`src/rtl/mc_pkg.sv`:
```
// Shared types and encodings for the multi-cycle MIPS control unit.
package mc_pkg;

  typedef enum logic [3:0] {
    StFetch,
    StDecode,
    StExecR,
    StExecI,
    StExecAdr,
    StMemRd,
    StMemWr,
    StWbR,
    StWbI,
    StWbMem,
    StExecBr,
    StJump,
    StTrap
  } state_e;

  // Opcodes (IR[31:26])
  localparam logic [5:0] OpR     = 6'b000000;
  localparam logic [5:0] OpAddiu = 6'b001001;
  localparam logic [5:0] OpOri   = 6'b001101;
  localparam logic [5:0] OpLui   = 6'b001111;
  localparam logic [5:0] OpLw    = 6'b100011;
  localparam logic [5:0] OpSw    = 6'b101011;
  localparam logic [5:0] OpBeq   = 6'b000100;
  localparam logic [5:0] OpJ     = 6'b000010;
  localparam logic [5:0] OpJal   = 6'b000011;

  // Function codes (IR[5:0]) for R-type
  localparam logic [5:0] FnAddu = 6'b100001;
  localparam logic [5:0] FnSubu = 6'b100011;
  localparam logic [5:0] FnAnd  = 6'b100100;
  localparam logic [5:0] FnOr   = 6'b100101;
  localparam logic [5:0] FnSlt  = 6'b101010;
  localparam logic [5:0] FnJr   = 6'b001000;

  // ALU operations
  localparam logic [2:0] AluAdd = 3'b000;
  localparam logic [2:0] AluSub = 3'b001;
  localparam logic [2:0] AluAnd = 3'b010;
  localparam logic [2:0] AluOr  = 3'b011;
  localparam logic [2:0] AluSlt = 3'b100;
  localparam logic [2:0] AluLui = 3'b101;

  // Next-PC select
  localparam logic [1:0] SPc4  = 2'b00;
  localparam logic [1:0] SBeq  = 2'b01;
  localparam logic [1:0] SJump = 2'b10;
  localparam logic [1:0] SJr   = 2'b11;

  // State that follows DECODE for a given op/funct; anything unknown traps.
  function automatic state_e decode_next(input logic [5:0] op, input logic [5:0] funct);
    state_e nxt;
    nxt = StTrap;
    case (op)
      OpR: begin
        case (funct)
          FnAddu, FnSubu, FnAnd, FnOr, FnSlt: nxt = StExecR;
          FnJr:                               nxt = StJump;
          default:                            nxt = StTrap;
        endcase
      end
      OpAddiu, OpOri, OpLui: nxt = StExecI;
      OpLw, OpSw:            nxt = StExecAdr;
      OpBeq:                 nxt = StExecBr;
      OpJ, OpJal:            nxt = StJump;
      default:               nxt = StTrap;
    endcase
    return nxt;
  endfunction

endpackage

```
`src/rtl/mc_wait_timer.sv`:
```
// Counts consecutive unacknowledged request cycles and flags the timeout cycle.
module mc_wait_timer #(
  parameter int unsigned MAX_WAIT = 15
) (
  input  logic clock,
  input  logic reset,
  input  logic active,
  input  logic ack,
  output logic timeout
);

  localparam logic [7:0] Limit = 8'(MAX_WAIT - 1);

  logic [7:0] wait_q;

  // Count only while a request is pending without ack; any ack or idle cycle restarts it.
  always_ff @(posedge clock) begin
    if (reset) begin
      wait_q <= '0;
    end else if (active && !ack) begin
      wait_q <= wait_q + 8'd1;
    end else begin
      wait_q <= '0;
    end
  end

  // Fires on the MAX_WAIT-th waiting cycle; a same-cycle ack suppresses it.
  assign timeout = active && !ack && (wait_q == Limit);

endmodule

```
`src/rtl/mc_ctrl_ws.sv`:
```
// Multi-cycle MIPS control unit with req/ack memory waits, trap and perf counters.
module mc_ctrl_ws
  import mc_pkg::*;
#(
  parameter int unsigned MAX_WAIT  = 15,
  parameter int unsigned CNT_WIDTH = 32
) (
  input  logic                 clock,
  input  logic                 reset,
  input  logic [5:0]           op,
  input  logic [5:0]           funct,
  input  logic                 imem_ack,
  input  logic                 dmem_ack,
  output logic                 imem_req,
  output logic                 dmem_req,
  output logic                 pc_write,
  output logic                 ir_write,
  output logic                 a_write,
  output logic                 b_write,
  output logic                 c_write,
  output logic                 reg_write,
  output logic                 regdst,
  output logic                 extop,
  output logic                 alusrc,
  output logic                 memread,
  output logic                 memwrite,
  output logic                 r31,
  output logic [2:0]           aluop,
  output logic [1:0]           s,
  output logic                 trap,
  output logic [CNT_WIDTH-1:0] instret,
  output logic [CNT_WIDTH-1:0] stall_cnt
);

  state_e               state_q, state_d;
  logic [CNT_WIDTH-1:0] instret_q, stall_q;
  logic                 waiting, cur_ack, timeout, stall;

  assign waiting = (state_q == StFetch) || (state_q == StMemRd) || (state_q == StMemWr);
  assign cur_ack = (state_q == StFetch) ? imem_ack : dmem_ack;
  assign stall   = waiting && !cur_ack;

  mc_wait_timer #(
    .MAX_WAIT(MAX_WAIT)
  ) u_wait_timer (
    .clock  (clock),
    .reset  (reset),
    .active (waiting),
    .ack    (cur_ack),
    .timeout(timeout)
  );

  // Next-state selection.
  always_comb begin
    state_d = state_q;
    case (state_q)
      StFetch: begin
        if (imem_ack)     state_d = StDecode;
        else if (timeout) state_d = StTrap;
      end
      StDecode:  state_d = decode_next(op, funct);
      StExecR:   state_d = StWbR;
      StExecI:   state_d = StWbI;
      StExecAdr: state_d = (op == OpLw) ? StMemRd : StMemWr;
      StMemRd: begin
        if (dmem_ack)     state_d = StWbMem;
        else if (timeout) state_d = StTrap;
      end
      StMemWr: begin
        if (dmem_ack)     state_d = StFetch;
        else if (timeout) state_d = StTrap;
      end
      StWbR, StWbI, StWbMem, StExecBr, StJump: state_d = StFetch;
      StTrap:  state_d = StTrap;
      default: state_d = StTrap;
    endcase
  end

  // State register and counters; pc_write marks the single retiring cycle.
  always_ff @(posedge clock) begin
    if (reset) begin
      state_q   <= StFetch;
      instret_q <= '0;
      stall_q   <= '0;
    end else begin
      state_q <= state_d;
      if (pc_write) instret_q <= instret_q + CNT_WIDTH'(1);
      if (stall)    stall_q   <= stall_q + CNT_WIDTH'(1);
    end
  end

  assign instret   = instret_q;
  assign stall_cnt = stall_q;

  // Output decode from state plus op/funct; forced quiet while reset is held.
  always_comb begin
    imem_req  = 1'b0;
    dmem_req  = 1'b0;
    pc_write  = 1'b0;
    ir_write  = 1'b0;
    a_write   = 1'b0;
    b_write   = 1'b0;
    c_write   = 1'b0;
    reg_write = 1'b0;
    regdst    = 1'b0;
    extop     = 1'b0;
    alusrc    = 1'b0;
    memread   = 1'b0;
    memwrite  = 1'b0;
    r31       = 1'b0;
    aluop     = AluAdd;
    s         = SPc4;
    trap      = 1'b0;
    if (!reset) begin
      case (state_q)
        StFetch: begin
          imem_req = 1'b1;
          ir_write = imem_ack;
        end
        StDecode: begin
          a_write = 1'b1;
          b_write = 1'b1;
        end
        StExecR: begin
          c_write = 1'b1;
          case (funct)
            FnSubu:  aluop = AluSub;
            FnAnd:   aluop = AluAnd;
            FnOr:    aluop = AluOr;
            FnSlt:   aluop = AluSlt;
            default: aluop = AluAdd;
          endcase
        end
        StExecI: begin
          c_write = 1'b1;
          alusrc  = 1'b1;
          extop   = (op == OpAddiu);
          case (op)
            OpOri:   aluop = AluOr;
            OpLui:   aluop = AluLui;
            default: aluop = AluAdd;
          endcase
        end
        StExecAdr: begin
          c_write = 1'b1;
          alusrc  = 1'b1;
          extop   = 1'b1;
        end
        StMemRd: begin
          dmem_req = 1'b1;
          memread  = 1'b1;
        end
        StMemWr: begin
          dmem_req = 1'b1;
          memwrite = 1'b1;
          pc_write = dmem_ack;
        end
        StWbR: begin
          reg_write = 1'b1;
          regdst    = 1'b1;
          pc_write  = 1'b1;
        end
        StWbI: begin
          reg_write = 1'b1;
          pc_write  = 1'b1;
        end
        StWbMem: begin
          reg_write = 1'b1;
          memread   = 1'b1;
          pc_write  = 1'b1;
        end
        StExecBr: begin
          aluop    = AluSub;
          pc_write = 1'b1;
          s        = SBeq;
        end
        StJump: begin
          pc_write  = 1'b1;
          s         = (op == OpR) ? SJr : SJump;
          reg_write = (op == OpJal);
          r31       = (op == OpJal);
        end
        StTrap:  trap = 1'b1;
        default: trap = 1'b1;
      endcase
    end
  end

endmodule

```
`config.mk`:
```
export PLATFORM = sky130hd
export DESIGN_NAME = mc_ctrl_ws
export DESIGN_NICKNAME = d
export VERILOG_FILES = /design/src/rtl/mc_pkg.sv /design/src/rtl/mc_wait_timer.sv /design/src/rtl/mc_ctrl_ws.sv
export SDC_FILE = /design/constraint.sdc
export NUM_CORES = 1
export LEC_CHECK = 0
export ABC_AREA = 1
export CORE_ASPECT_RATIO = 0.9
export CORE_MARGIN = 4
export CORE_UTILIZATION = 35
export CTS_BUF_LIST = sky130_fd_sc_hd__clkbuf_8
export DETAILED_ROUTE_END_ITERATION = 10
export GPL_ROUTABILITY_DRIVEN = 0
export GPL_TIMING_DRIVEN = 1
export SKIP_CTS_REPAIR_TIMING = 1
export SYNTH_ARGS = -nofsm -noshare
export SYNTH_HDL_FRONTEND = slang
export SYNTH_HIERARCHICAL = 1
export SYNTH_SLANG_ARGS = --single-unit
```
`constraint.sdc`:
```
create_clock -name clock -period 2.8 [get_ports clock]
set_input_delay 0.56 -clock clock [delete_from_list [all_inputs] [get_ports clock]]
set_output_delay 0.56 -clock clock [all_outputs]
set_load 0.02 [all_outputs]
```
==> results.py, run 1 <==
metrics = {
    "run_status": {
        "status": "completed",
    },
    "clock_tree": {
        "clockBufferDepth": 2,
        "clockRootBuffer": "clkbuf_8",
        "clk_latency_ns": 0.37,
        "h-tree-depth": 3,
        "cts_tree": "done",
        "cts_buffers": 9,
        "clk_transition_reported_paths_ns": 0.08,
        "cts.sink_count": 76,
    },
    "floorplan": {
        "coreArea_um2": 14060,
        "die_w_um": 134.5,
        "start_util": 0.3586,
        "die_h_um": 121.8,
        "rows": 41,
        "die_area_um2": 16390,
        "ios": 100,
    },
    "worst_setup_path": {
        "cp.arrival_ns": 2.07,
        "critical_path_class": "reg -> out",
        "cp.required_ns": 2.24,
        "cp_max_fo": 5,
        "cp-start-kind": "register",
        "endpoint_kind": "primary output",
        "ff2ff_path_depth": 13,
    },
    "pwr": {
        "leakage_nw": 2.633,
        "p_per_area_nw_per_um2": 465.7,
        "swShare": 0.3938,
        "ir_drop_v": 0.0002343,
        "power_frac_seq": 0.403,
        "clkPwrFrac": 0.258,
        "p_sw_mw": 1.197,
        "combPwrFrac": 0.340,
        "p_int_mw": 1.843,
    },
    "drt": {
        "drtPass1Iterations": 5,
        "drc": 0,
        "drt_iter0_drc": 320,
        "drt-wirelength-per-cell_um": 12.80,
        "drt_wl_total_mm": 14.98,
        "viasPerCell": 4.740,
        "dr_total_vias": 5546,
        "postRouteAntennaNets": 0,
    },
    "sta": {
        "fmax_mhz": 380.3,
        "worst_pin_slew_ns": 0.4253,
        "min_period_ns": 2.629,
        "rsz0062_at_grt": "no",
        "setup_viol": 0,
        "post-route-period-util": 0.9390,
        "fin_skew_ns": 0.01451,
        "finalHoldViolCount": 0,
        "relSlewSlack": 0.7165,
        "drv_slew": 0,
    },
    "yosys": {
        "yosysWarnings": 6,
        "synthDistinctLibCells": 37,
        "synth-seq-cells": 76,
        "yosysTopAreaCellShare": 0.3019,
        "synthTopCellsByArea": "dfxtp_1, nand2_1, nor2_1",
        "synth_area_um2": 5040,
        "postSynthCellCount": 859,
        "syn_avg_cell_area_um2": 5.867,
        "synth_edf_count": 0,
        "yosys.area.top_type": "dfxtp_1",
        "ys.flop_type": "dfxtp_1",
        "yosysSeqAreaShare": 0.3019,
        "synthesis.nets": 879,
        "ys_async_sr_fraction": 0,
    },
    "finish": {
        "syn2layout_area_growth_pct": 29.54,
        "fin_util": 0.4645,
        "fillers": 1559,
        "drive_gt1_frac": 0.06653,
        "layout_common_cells": "nand2_1, nor2_1, clkdlybuf4s50_1",
        "nets": 992,
        "final_common_cell": "nand2_1",
        "diodes": 0,
        "stdcell_count": 1170,
    },
    "global_routing": {
        "first_global_vias": 5149,
        "grt_start_max_net_pins": 36,
        "grt.overflow.total": 0,
        "antenna_found_initial": 0,
        "grt_first_pass_wirelength_mm": 24.96,
        "gr-usage-all-layers": 0.1884,
    },
    "flow_run": {
        "cap_viol_max_count": 0,
    },
    "placement": {
        "port_buffers": 99,
        "dp.cells": 1154,
        "dp_hpwl_mm": 11.38,
    },
    "worst_hold_path": {
        "min_delay_path_depth": 1,
        "hold_class": "reg -> reg",
    },
}
==> registers in the layout, summed over array words and instances, names as in the netlist <==
name,cells
state_q,4
u_wait_timer/wait_q,8
instret,32
stall_cnt,32
==> cell usage after synthesis, drive strengths merged (2+ instances only) <==
master	instances
nand2	332
nor2	169
dfxtp	76
inv	68
a21oi	63
nand3	34
nand3b	24
o21ai	21
xor2	15
buf	10
nor3	9
clkbuf	8
nand4	8
ha	4
and3	3
xnor2	3
clkinv	2
or2	2
==> kinds of logic after synthesis <==
kind of cell / share of synthesized area
simple gates: 0.4891
flops: 0.3019
fa+ha+maj: 0.009931
buf+inv: 0.07522
xor+xnor: 0.03128
compound gates: 0.09260
==> layout make-up <==
class,instances,area [µm²],area share
Clock buffer,11,151.4,0.02319
Clock inverter,5,28.78,0.004408
Inverter,70,267.8,0.04101
Multi-Input combinational cell,695,3148,0.4822
Sequential cell,76,1523,0.2332
Tap cell,193,241.5,0.03699
Timing Repair Buffer,120,1169,0.1790
==> metal layers <==
layer	track usage	part of all wire
met1	0.2587	0.50
met2	0.2971	0.44
met3	0.05078	0.054
met4	0.04326	0.014
met5	0	0
==> critical path, cell delays in order (launching register included) <==
cell	delay [ns]
dfxtp_1	0.38
nor2_1	0.11
inv_1	0.10
nor2_1	0.15
inv_1	0.07
buf_4	0.15
a21oi_1	0.13
clkdlybuf4s50_1	0.62
==> final timing paths <==
path | to | slack (ns) | from
worst max-delay path | c_write | 0.17 | state_q[0]
worst min-delay path | u_wait_timer/wait_q[0] | 0.49 | u_wait_timer/wait_q[0]
worst max register to register | state_q[3] | 0.84 | state_q[3]
worst min register to register | u_wait_timer/wait_q[0] | 0.49 | u_wait_timer/wait_q[0]
==> power groups by stage <==
stage	sequential, mW	combinational, mW	clock [mW]
3_3_place_gp	1.25	1.04	0
2_1_floorplan	1.25	0.698	0
3_5_place_dp	1.25	1.04	0
4_1_cts	1.22	1.04	0.821
5_1_grt	1.23	1.16	0.864
6_report	1.22	1.03	0.783
==> per-stage QoR <==
stage | power, mW | setup TNS [ns] | worst slack, ns | area [µm²] | hold slack (ns)
floorplan | 1.949 | 0 | 0.2441 | 5040 | 0.4400
global placement | 2.281 | -0.3132 | -0.1261 | 6314 | 0.4656
detailed placement | 2.286 | -0.3972 | -0.1535 | 6314 | 0.4775
CTS | 3.086 | -0.6955 | -0.1806 | 6494 | 0.4958
global route | 3.262 | 0 | 0.01593 | 6529 | 0.5250
finish | 3.040 | 0 | 0.1707 | 6529 | 0.4929
(Power assumes the default switching activity.)
==> inputs of run 2 (changes only) <==
Settings changed: TNS_END_PERCENT set to 10.
==> results of run 2 <==
Final layout, timing and power as in run 1 (identical DEF).
==> inputs of run 3 (changes only) <==
Settings changed: GPL_TIMING_DRIVEN 1 to 0.
==> run 3 against run 2 <==
Net effect: the flow now finishes with violations (setup timing); largest cell class unchanged; critical endpoint is now b_write; register-to-register slack worse by 0.05 ns; first-iteration DRC count is 8.4% lower; via count is 2.3% higher.
==> results.py, run 3 (synthesis gave the netlist of run 1 again) <==
metrics = {
    "placement": {
        "place_area_um2": 6272,
        "dp_hpwl_mm": 11.98,
        "port_buffers": 99,
    },
    "pwr": {
        "ir_drop_v": 0.0002300,
        "leakage_nw": 2.744,
        "p_per_area_nw_per_um2": 468.4,
    },
    "clock_tree": {
        "cts.sink_count": 76,
        "clockBufferDepth": 2,
        "cts_tree": "done",
        "cts_buffers": 9,
        "h-tree-depth": 3,
        "clk_transition_reported_paths_ns": 0.08,
        "clk_latency_ns": 0.37,
        "clockRootBuffer": "clkbuf_8",
    },
    "sta": {
        "finalHoldViolCount": 0,
        "fmax_mhz": 343.1,
        "worst_pin_slew_ns": 0.6846,
        "drv_slew": 0,
        "tns_ns": -0.1147,
        "post-route-period-util": 1.041,
        "setup_viol": 1,
        "min_period_ns": 2.915,
        "fin_ws_ns": -0.1147,
        "fin_skew_ns": 0.009507,
        "relSlewSlack": 0.5436,
        "rsz0062_at_grt": "yes",
    },
    "global_routing": {
        "gr-usage-all-layers": 0.1916,
        "grt_first_pass_wirelength_mm": 25.44,
        "grt.overflow.total": 0,
        "first_global_vias": 5228,
        "grt_start_max_net_pins": 12,
        "antenna_found_initial": 0,
    },
    "run_status": {
        "violations": "setup timing",
        "status": "finished, violations left",
    },
    "finish": {
        "layout_common_cells": "nand2_1, nor2_1, clkdlybuf4s50_1",
        "regArea_um2": 1523,
        "diodes": 0,
        "multi_input_area_um2": 3153,
        "final_common_cell": "nand2_1",
        "nets": 993,
        "fillers": 1563,
        "fin_area_um2": 6553,
        "syn2layout_area_growth_pct": 30.01,
        "drive_gt1_frac": 0.06039,
        "fin_util": 0.4662,
    },
    "floorplan": {
        "die_area_um2": 16390,
        "coreArea_um2": 14060,
        "ios": 100,
        "start_util": 0.3586,
        "die_h_um": 121.8,
        "die_w_um": 134.5,
        "rows": 41,
    },
    "worst_setup_path": {
        "cp-start-kind": "primary input",
        "critical_path_class": "in -> out",
        "cp.arrival_ns": 2.35,
        "cp.required_ns": 2.24,
        "cp_max_fo": 6,
        "endpoint_kind": "primary output",
    },
    "worst_hold_path": {
        "hold_class": "reg -> reg",
    },
    "drt": {
        "drc": 0,
        "viasPerCell": 4.851,
        "postRouteAntennaNets": 0,
        "drt-wirelength-per-cell_um": 13.24,
        "drt_wl_total_mm": 15.49,
        "drtPass1Iterations": 4,
        "dr_total_vias": 5676,
        "drt_iter0_drc": 293,
    },
    "flow_run": {
        "cap_viol_max_count": 0,
    },
}
run 3: path summary, 6_finish.rpt:
path | start | endpoint | slack (ns) | cells past startpoint
worst max-delay path | reset | b_write | -0.11 | 7
worst min-delay path | u_wait_timer/wait_q[0] | u_wait_timer/wait_q[0] | 0.48 | 1
worst max register to register | state_q[2] | state_q[3] | 0.79 | 13
worst min register to register | u_wait_timer/wait_q[0] | u_wait_timer/wait_q[0] | 0.48 | 1
run 3: metrics by stage:
step	setup WS [ns]	total power [mW]	hold slack [ns]	instances
after floorplan	0.2441	1.949	0.4400	859
after global placement	-0.6217	2.318	0.4682	1151
after detailed placement	-0.5841	2.320	0.4671	1151
after CTS	-0.6043	3.103	0.4869	1166
after global routing	-0.2330	3.255	0.5110	1170
final	-0.1147	3.069	0.4840	1170
run 3: critical path, stage by stage:
cell	delay (ns)
clkdlybuf4s50_1	0.56
clkinvlp_4	0.23
buf_4	0.20
nand2_1	0.07
inv_1	0.08
buf_4	0.13
clkdlybuf4s50_1	0.53
run 3: per-layer routing:
metal | vias up | GRT usage | wire length [µm]
met3 | 10 | 0.04418 | 932
met5 | - | 0 | 0
met1 | 2572 | 0.2663 | 7630
met2 | 158 | 0.3046 | 6789
met4 | 0 | 0.04198 | 140
li1 | 2936 | - | -
run 3: final cells by class:
| type | instances | share of cell area |
|---|---|---|
| Sequential cell | 76 | 0.2324 |
| Timing Repair Buffer | 103 | 0.1642 |
| Tap cell | 193 | 0.03685 |
| Clock inverter | 4 | 0.002673 |
| Inverter | 70 | 0.04144 |
| Clock buffer | 11 | 0.02310 |
| Buffer | 18 | 0.01814 |
| Multi-Input combinational cell | 695 | 0.4812 |
run 3: power by group:
part           switching [mW]  internal (mW)
Combinational           0.706          0.365
Sequential             0.0868           1.14
Clock                   0.418          0.357
